## config.mk

```make
export PLATFORM = sky130hd
export DESIGN_NAME = step_sequencer
export DESIGN_NICKNAME = d
export VERILOG_FILES = /design/src/rtl/step_sequencer.sv
export SDC_FILE = /design/constraint.sdc
export NUM_CORES = 1
export LEC_CHECK = 0
export ABC_AREA = 1
export CAP_MARGIN = 20
export CELL_PAD_IN_SITES_DETAIL_PLACEMENT = 1
export CELL_PAD_IN_SITES_GLOBAL_PLACEMENT = 1
export CORE_MARGIN = 10
export CORE_UTILIZATION = 33
export DETAILED_ROUTE_END_ITERATION = 10
export MAX_ROUTING_LAYER = met4
export PLACE_DENSITY = 0.89
export SETUP_SLACK_MARGIN = 0.2
export SYNTH_ARGS = -nofsm -noshare
export SYNTH_HDL_FRONTEND = slang
export SYNTH_SLANG_ARGS = --single-unit
export TNS_END_PERCENT = 100
```

## constraint.sdc

```tcl
create_clock -name Clk -period 1.5 [get_ports Clk]
set_input_delay 0.15 -clock Clk [delete_from_list [all_inputs] [get_ports Clk]]
set_output_delay 0.15 -clock Clk [all_outputs]
set_load 0.005 [all_outputs]
```

## src/rtl/step_sequencer.sv

```systemverilog
// step_sequencer: one-hot time-step generator and opcode decoder driving the T/Ins/End control interface
module step_sequencer #(
   parameter int NSTEPS = 16,
   parameter int OPW = 4
) (
   input  logic              Clk,
   input  logic              Resetn,
   input  logic              Start,
   input  logic [OPW-1:0]    Opcode,
   input  logic              Run,
   input  logic              End,
   output logic [NSTEPS-1:0] T,
   output logic [3:0]        Ins,
   output logic [3:0]        Step,
   output logic              Busy,
   output logic              Done,
   output logic              Err
);
   typedef enum logic {IDLE, RUN} state_t;
   state_t state, state_n;
   logic [NSTEPS-1:0] t_n;
   logic [3:0] ins_n, step_n;
   logic done_n, err_n;
   always_ff @(posedge Clk) begin
      if (!Resetn) begin
         state <= IDLE;
         T     <= '0;
         Ins   <= '0;
         Step  <= '0;
         Done  <= 1'b0;
         Err   <= 1'b0;
      end else begin
         state <= state_n;
         T     <= t_n;
         Ins   <= ins_n;
         Step  <= step_n;
         Done  <= done_n;
         Err   <= err_n;
      end
   end
   always_comb begin
      state_n = state;
      t_n     = T;
      ins_n   = Ins;
      step_n  = Step;
      done_n  = 1'b0;
      err_n   = Err;
      if (state == IDLE) begin
         if (Start && Run) begin
            if (Opcode <= OPW'(3)) begin
               state_n = RUN;
               t_n     = NSTEPS'(1);
               step_n  = '0;
               ins_n   = 4'b0001 << Opcode[1:0];
               err_n   = 1'b0;
            end else begin
               err_n = 1'b1;
            end
         end
      end else if (Run) begin
         // stall (Run=0) outranks End, so End is only honoured here
         if (End || T[NSTEPS-1]) begin
            state_n = IDLE;
            t_n     = '0;
            ins_n   = '0;
            step_n  = '0;
            done_n  = End;
            err_n   = End ? Err : 1'b1;
         end else begin
            t_n    = T << 1;
            step_n = Step + 4'd1;
         end
      end
   end
   assign Busy = (state == RUN);
endmodule

```

* Word level (Yosys, flattened, before mapping)
Cells that the tools add are included.
** Cells by class
- Add/subtract/negate cells :: 1
- Magnitude comparators :: 1
- Eq/ne operators :: 3
- Shift operators :: 1
- Muxes and demuxes :: 26
- Reductions and logical operators :: 8
** Operators by type and width (count)
- $mux W16 :: 5
- $mux W4 :: 10
- $reduce_and A4 Y1 :: 3
- $mux W1 :: 11
- $add A4 B1 Y4 const B :: 1
- $le A4 B2 Y1 const B :: 1
- $ne A2 B2 Y1 const B :: 2
- $reduce_bool A2 Y1 :: 2
- $shl A1 B2 Y4 const A :: 1
- $reduce_and A3 Y1 :: 1
- $ne A2 B1 Y1 const B :: 1
- $logic_and A1 B1 Y1 :: 1
- $logic_or A1 B1 Y1 :: 1
** Word-level totals
- Register bits :: 27
- Output and inout port bits :: 27

* Logic depth before layout (Yosys ltp)
Gate-level depths: netlist of run 1.
- Word-level depth :: 4
- Mapped depth :: 8

* Worst setup path after synthesis of run 1
No wires, ideal clock.
- Path kind :: register to register
- Start point :: reg state, in the netlist Busy
- End point :: reg T[10]
- Library setup time :: 0.117 ns
- Data arrival time :: 0.985 ns
- Path slack :: 0.398 ns
- Stages on the path, launching flop included :: 7
- Period minus slack after synthesis :: 1.102 ns
- Cell sequence :: dfxtp_1 > nand2_2 > nand2_8 > nand2_8 > nand2_8 > buf_12 > nor2_2
** On the way
- Cells in the longest elaborated chain, start to end :: 2
- Elaborated cells on any way between the ends :: 5
- Classes of those cells :: eq/ne (1); mux (1); reduce/logical (3)
** RTL lines
- from (decl) :: line 20 : state_t state, state_n;
- from (signal assigned) :: line 33 : state <= state_n;
- $ne A2 B2 Y1 (no source line) / $reduce_bool A2 Y1 (equally long branches)
- $reduce_and A3 Y1 (no source line)
- to (signal assigned) :: line 34 : T <= t_n;
- to (decl) :: line 12 : output logic [NSTEPS-1:0] T,
Several ways; a longest one is shown, not always the timed one.
A chain may end at the register's enable or synchronous reset.

* Worst setup path after layout of run 1
- Start point :: reg T[8]
- End point :: out T[8]
No word-level cell between the ends.

==> results of run 1 <==
[per-layer routing]
metal	vias up	routed length, microns	part of all wire [%]	track usage, %
met5	-	0	0	-
li1	604	-	-	-
met4	0	29	0.93	2.04
met2	29	1480	47	16.5
met3	4	215	6.9	3.89
met1	537	1410	45	11.0
[cell type report]
type / count / area [sq um] / share of cell area [%]
inverters: 35 / 131 / 7.07
clock inverters: 1 / 5.00 / 0.269
clock buffers: 3 / 41.3 / 2.22
multi-input cells: 104 / 537 / 28.9
flip-flops and latches: 27 / 572 / 30.8
repair buffers: 48 / 513 / 27.6
well taps: 48 / 60.1 / 3.23
[metrics by stage]
step / total power (W) / setup TNS [ns] / utilization (%) / instance area [sq um]
after floorplan: 0.000955 / 0 / - / 1280
after detailed placement: 0.00108 / -0.00858 / 45.3 / 1680
after global routing: 0.00157 / 0 / 50.0 / 1860
after CTS: 0.00149 / 0 / 47.3 / 1760
final: 0.00148 / 0 / 50.0 / 1860
after global placement: 0.00107 / 0 / 45.3 / 1680
[logic make-up (layout without fill, tap and decap cells)]
logic type               count (synthesis)  after routing  synth area share (%)
AO/OA/AOI/OAI                           22             22                  8.76
adder cells (fa/ha/maj)                  1              1                 0.974
buffers and inverters                   41             87                  16.2
flip-flops                              27             27                  42.1
AND/OR/NAND/NOR                         81             81                  32.0
[timing repair]
action	4_1_cts	5_1_grt
endpoints found under the setup margin	20	25
resized for setup	22	21
cloned	0	0
setup buffers	1	7
[power breakdown]
part | internal (W) | total, W | switching (W) | leakage (nW)
logic | 0.000147 | 0.000287 | 0.000140 | 0.776
clock network | 0.000186 | 0.000409 | 0.000223 | 0.0255
registers | 0.000759 | 0.000784 | 0.0000253 | 0.231
[cell usage after synthesis]
master    number  area, sq um
nand2_1       38          143
inv_1         34          128
dfxtp_1       27          541
o21ai_0       16         80.1
nor2_1        15         56.3
nand3_1       10         50.1
nor2_2         9         56.3
a21oi_1        4         20.0
buf_6          3         33.8
nand2_2        3         18.8
nand2_8        3         60.1
buf_12         1         20.0
buf_4          1         7.51
buf_8          1         15.0
ha_1           1         12.5
inv_2          1         3.75
nand2_4        1         11.3
nor2_4         1         11.3
nor3_1         1         5.00
o211ai_1       1         7.51
o21ai_1        1         5.00
[sequential cells by signal (all words and copies together), names as in the netlist]
register / count
Step: 4
T: 16
Busy: 1
Err: 1
Done: 1
Ins: 4
[worst max-delay path by stage]
stage	end	slack (ns)	cells past startpoint
final	T[8]	0.24	1
after global routing	Step[3]	0.19	1
after CTS	Busy	0.17	1
after detailed placement	T[2]$_SDFFE_PN0P_	-0.009	8
after global placement	T[12]$_SDFFE_PN0P_	0.06	8
after floorplan	T[10]$_SDFFE_PN0P_	0.40	6
==> impl_metrics.csv, run 1 <==
group,metric,value,unit
worst_setup_path,worstSetupPathType,"flop to output pin",
timing,relSlewSlack,76.6,%
worst_setup_path,worst_setup_path_end_kind,"output pin",
placed_design,pre_cts_ws,-0.00858,ns
worst_setup_path,cp.required,1.35,ns
timing,holdWs,0.469,ns
timing,fin_crit,1.26,ns
timing,drv_slew,0,
placed_design,post-dp-hpwl,2360,microns
hold_path,min_to,"Err$_SDFFE_PN0P_",
worst_setup_path,cp_top_family,"buffers and inverters",
worst_setup_path,worstPathArrival,1.11,ns
logic_synthesis,synthDistinctLibCells,21,
timing,fmax,791,MHz
grt,grt_pass1_wl,5280,microns
routing,dr_total_vias,1174,
worst_setup_path,r2r_slack,0.34,ns
hold_path,worstHoldStart,"Err$_SDFFE_PN0P_",
cells_and_area,layout_common_cells,"nand2_1, inv_1, dfxtp_2, dlymetal6s2s_1",
worst_setup_path,startpoint_type,"flop",
clock_network,cts.sinks,27,
floorplanning,rows,22,
logic_synthesis,avgSynthCellArea,7.47,sq um
floorplanning,initial_utilization,34.6,%
logic_synthesis,synth_warnings,0,
worst_setup_path,critPathSlowestCell,"clkdlybuf4s50_1",
logic_synthesis,synth_cells,172,
grt,grt_usage,9.91,%
clock_network,htree_levels,1,
clock_network,clk_latency,0.27,ns
cells_and_area,num-fill-cells,449,
worst_setup_path,critPathMaxFanout,3,
placed_design,portBuffers,35,
pwr,p_leak,1.03,nW
placed_design,dp_cells,254,
routing,post-route-drc-count,0,
timing,finalSetupViolations,0,
cells_and_area,num_antenna_cells,0,
cells_and_area,stdcell_count,266,
floorplanning,die_area,6790,sq um
clock_network,clk_root_buffer_cell,"clkbuf_8",
routing,wl,3130,microns
timing,worst_pin_slew,0.350,ns
timing,post-route-period-util,84.3,%
clock_network,cts.hold.buffers_added,0,
grt,antenna_found_initial,0,
floorplanning,die_w,82.4,microns
floorplanning,pin_count,36,
clock_network,cts-buffers-inserted,3,
timing,finClkSkew,0.00263,ns
routing,dr.pass1.iters,4,
logic_synthesis,synth-seq-cells,27,
cells_and_area,final_common_cell,"nand2_1",
routing,detail-route-antenna-nets,0,
logic_synthesis,synth_nets,182,
hold_path,worstHoldPathType,"flop to flop",
pwr,power_density,796,nW/um^2
routing,wl_per_cell,11.8,microns
logic_synthesis,syn_area,1280,sq um
worst_setup_path,crit_buf_inv,1,
worst_setup_path,r2r-end,"T[2]$_SDFFE_PN0P_",
worst_setup_path,cp_slowest_stage_delay,0.50,ns
pwr,max-vdd-ir-drop,0.439,mV
clock_network,path_clk_slew,0.09,ns
timing,timing.final.ws_setup,0.236,ns
timing,rsz0062_at_grt,"no",
run_status,status,"completed",
worst_setup_path,r2r_start,"Busy$_SDFF_PN0_",
placed_design,place.gp.congestion,0.781,
routing,routed_via_density,4.41,
cells_and_area,fin_nets,229,
routing,first_iter_violations,30,
cells_and_area,area_growth,44.7,%
run,maxCapViolations,0,
worst_setup_path,crit_path_start,"T[8]$_SDFFE_PN0P_",
clock_network,cts_tree,"yes",
timing,hold_viol,0,
floorplanning,core,3720,sq um
hold_path,hold_path_depth,2,
floorplanning,die_h,82.4,microns
clock_network,cts_buffer_depth,2,
worst_setup_path,r2r_cells,5,
grt,grt_overflow,0,
grt,grt_max_degree,20,
worst_setup_path,cp_cell_sequence,"clkdlybuf4s50_1",
grt,grt_pass1_vias,1212,
cells_and_area,drive_gt1_share,26.6,%
logic_synthesis,ys_seq_area_share,42.1,%
No activity file was read; power rests on OpenSTA's default activity.
==> run 2, diff against run 1 <==
==> constraint.sdc (replaced) <==
create_clock -name Clk -period 1.2 [get_ports Clk]
set_input_delay 0.12 -clock Clk [delete_from_list [all_inputs] [get_ports Clk]]
set_output_delay 0.12 -clock Clk [all_outputs]
set_load 0.005 [all_outputs]
==> impl_metrics.csv, run 2 (synthesis results as in run 1) <==
group,metric,value,unit
run_status,status,"complete, but fails checks",
run_status,violations,"negative setup slack",
floorplanning,pin_count,36,
timing,finalSetupViolations,23,
pwr,p_switching,0.000708,W
worst_setup_path,critPathMaxFanout,5,
cells_and_area,drive_gt1_share,60.5,%
cells_and_area,largest_reg_flops,16,
grt,grt_max_degree,15,
cells_and_area,area_growth,89.1,%
routing,first_iter_violations,72,
timing,fmax,783,MHz
worst_setup_path,cp_cell_sequence,"dlygate4sd2_1 -> nand2_2 -> inv_2 -> nand2_4 -> buf_8 -> nand2_8 -> buf_6 -> nand3_1 -> nand2_1 -> nor2_2",
worst_setup_path,worstSetupPathType,"input pin to flop",
cells_and_area,num_antenna_cells,0,
pwr,pwr-share-clk,25.0,%
grt,grt_overflow,0,
routing,dr_total_vias,1435,
timing,rsz0062_at_grt,"yes",
clock_network,clk_latency,0.28,ns
pwr,internal_power,0.00149,W
timing,drv_slew,0,
clock_network,cts_tree,"yes",
worst_setup_path,cp.required,1.38,ns
routing,wl_per_cell,20.8,microns
pwr,power_density,903,nW/um^2
placed_design,place.gp.congestion,0.690,
cells_and_area,finalInstanceArea,2430,sq um
pwr,p_leak,1.02,nW
pwr,pwr-share-seq,45.1,%
worst_setup_path,critPathSlowestCell,"dlygate4sd2_1",
routing,post-route-drc-count,0,
routing,detail-route-antenna-nets,0,
worst_setup_path,worst_setup_path_end_kind,"flop",
worst_setup_path,cp_num_cells,10,
timing,finClkSkew,0.0102,ns
grt,grt_pass1_vias,1588,
worst_setup_path,crit_end,"Ins[1]$_SDFFE_PN0P_",
floorplanning,core,3720,sq um
worst_setup_path,crit_path_start,"Run",
timing,post-route-period-util,106,%
clock_network,cts-buffers-inserted,3,
floorplanning,die_w,82.4,microns
worst_setup_path,startpoint_type,"input pin",
clock_network,cts.hold.buffers_added,0,
floorplanning,die_h,82.4,microns
routing,wl,6040,microns
cells_and_area,fin_nets,254,
worst_setup_path,r2r_cells,8,
hold_path,worstHoldStart,"Run",
timing,worst_pin_slew,0.291,ns
worst_setup_path,r2r_start,"Busy$_SDFF_PN0_",
cells_and_area,fin_util,65.4,%
placed_design,post-dp-hpwl,2490,microns
timing,relSlewSlack,80.6,%
floorplanning,die_area,6790,sq um
worst_setup_path,crit_buf_inv,4,
pwr,swShare,32.3,%
timing,hold_viol,0,
run,maxCapViolations,0,
pwr,pwr-share-comb,29.9,%
floorplanning,rows,22,
cells_and_area,layout_common_cells,"inv_1, dfxtp_2, buf_4, nand2_1, clkdlybuf4s15_1",
clock_network,clk_root_buffer_cell,"clkbuf_8",
floorplanning,initial_utilization,34.6,%
placed_design,portBuffers,35,
worst_setup_path,worstPathArrival,1.46,ns
grt,grt_usage,17.1,%
worst_setup_path,r2r_slack,-0.06,ns
timing,timing.final.ws_setup,-0.0770,ns
routing,dr.pass1.iters,4,
cells_and_area,largestRegisters,"T x16, Ins x4, Step x4",
grt,grt_pass1_wl,8670,microns
clock_network,cts_buffer_depth,2,
timing,fin_crit,1.28,ns
clock_network,htree_levels,1,
cells_and_area,regMostFlops,"T",
clock_network,cts.sinks,27,
worst_setup_path,cp_slowest_stage_delay,0.37,ns
pwr,max-vdd-ir-drop,0.541,mV
hold_path,worstHoldPathType,"input pin to flop",
worst_setup_path,cp_top_family,"buffers and inverters",
placed_design,place_area,1750,sq um
cells_and_area,final_common_cell,"inv_1",
clock_network,path_clk_slew,0.10,ns
grt,antenna_found_initial,0,
worst_setup_path,r2r-end,"Ins[1]$_SDFFE_PN0P_",
routing,routed_via_density,4.93,
run 2: how the worst min path moves through the flow:
stage	end	depth (start not counted)
6_report	Done$_SDFF_PN0_	4
5_1_grt	Done$_SDFF_PN0_	4
4_1_cts	Err$_SDFFE_PN0P_	5
3_5_place_dp	Err$_SDFFE_PN0P_	2
3_3_place_gp	Err$_SDFFE_PN0P_	2
2_1_floorplan	Done$_SDFF_PN0_	2
run 2: metal layers:
metal,global-route usage [%],part of all wire [%],up-vias
met5,-,0,-
met4,2.38,1.9,0
met3,3.67,5.5,10
met2,32.0,52,44
met1,18.2,40,711
li1,-,-,670
run 2: layout make-up:
cell class / count / area (sq um)
Fill cell: 430 / 1290
Multi-Input combinational cell: 110 / 942
Timing Repair Buffer: 67 / 666
Sequential cell: 27 / 581
Inverter: 35 / 136
Tap cell: 48 / 60.1
Clock buffer: 4 / 45.0
run 2: what timing repair did:
action | 4_1_cts | 5_1_grt
endpoints found under the setup margin | 53 | 53
hold endpoints to repair | 0 | 0
resized for setup | 128 | 69
setup buffers | 12 | 8
pin swaps | 22 | 10
cloned | 7 | 0
run 2: worst reg2reg max path: stages (launching register included):
cell and delay [ns]:
dfxtp_4 0.36, buf_6 0.13, nand2_8 0.08, buf_12 0.12, nand2_8 0.07, buf_6 0.14
nand3_1 0.08, nand2_1 0.10, nor2_2 0.14
run 2: power by group through the flow:
stage / Sequential, W / Clock (W) / Combinational [W]
after floorplan: 0.000998 / 0 / 0.000197
after global placement: 0.000999 / 0 / 0.000363
after detailed placement: 0.00100 / 0 / 0.000375
after CTS: 0.000986 / 0.000543 / 0.000530
after global routing: 0.000996 / 0.000592 / 0.000697
final: 0.000990 / 0.000548 / 0.000657
run 2: through the flow:
| stage | total power, W | hold WS (ns) | worst slack (ns) | cells | setup TNS [ns] |
|---|---|---|---|---|---|
| 2_1_floorplan | 0.00119 | 0.263 | 0.205 | 172 | 0 |
| 3_3_place_gp | 0.00136 | 0.430 | -0.289 | 260 | -7.05 |
| 3_5_place_dp | 0.00138 | 0.445 | -0.371 | 260 | -8.46 |
| 4_1_cts | 0.00206 | 0.397 | 0.000978 | 283 | 0 |
| 5_1_grt | 0.00229 | 0.475 | -0.104 | 291 | -1.31 |
| 6_report | 0.00219 | 0.485 | -0.0770 | 291 | -0.575 |
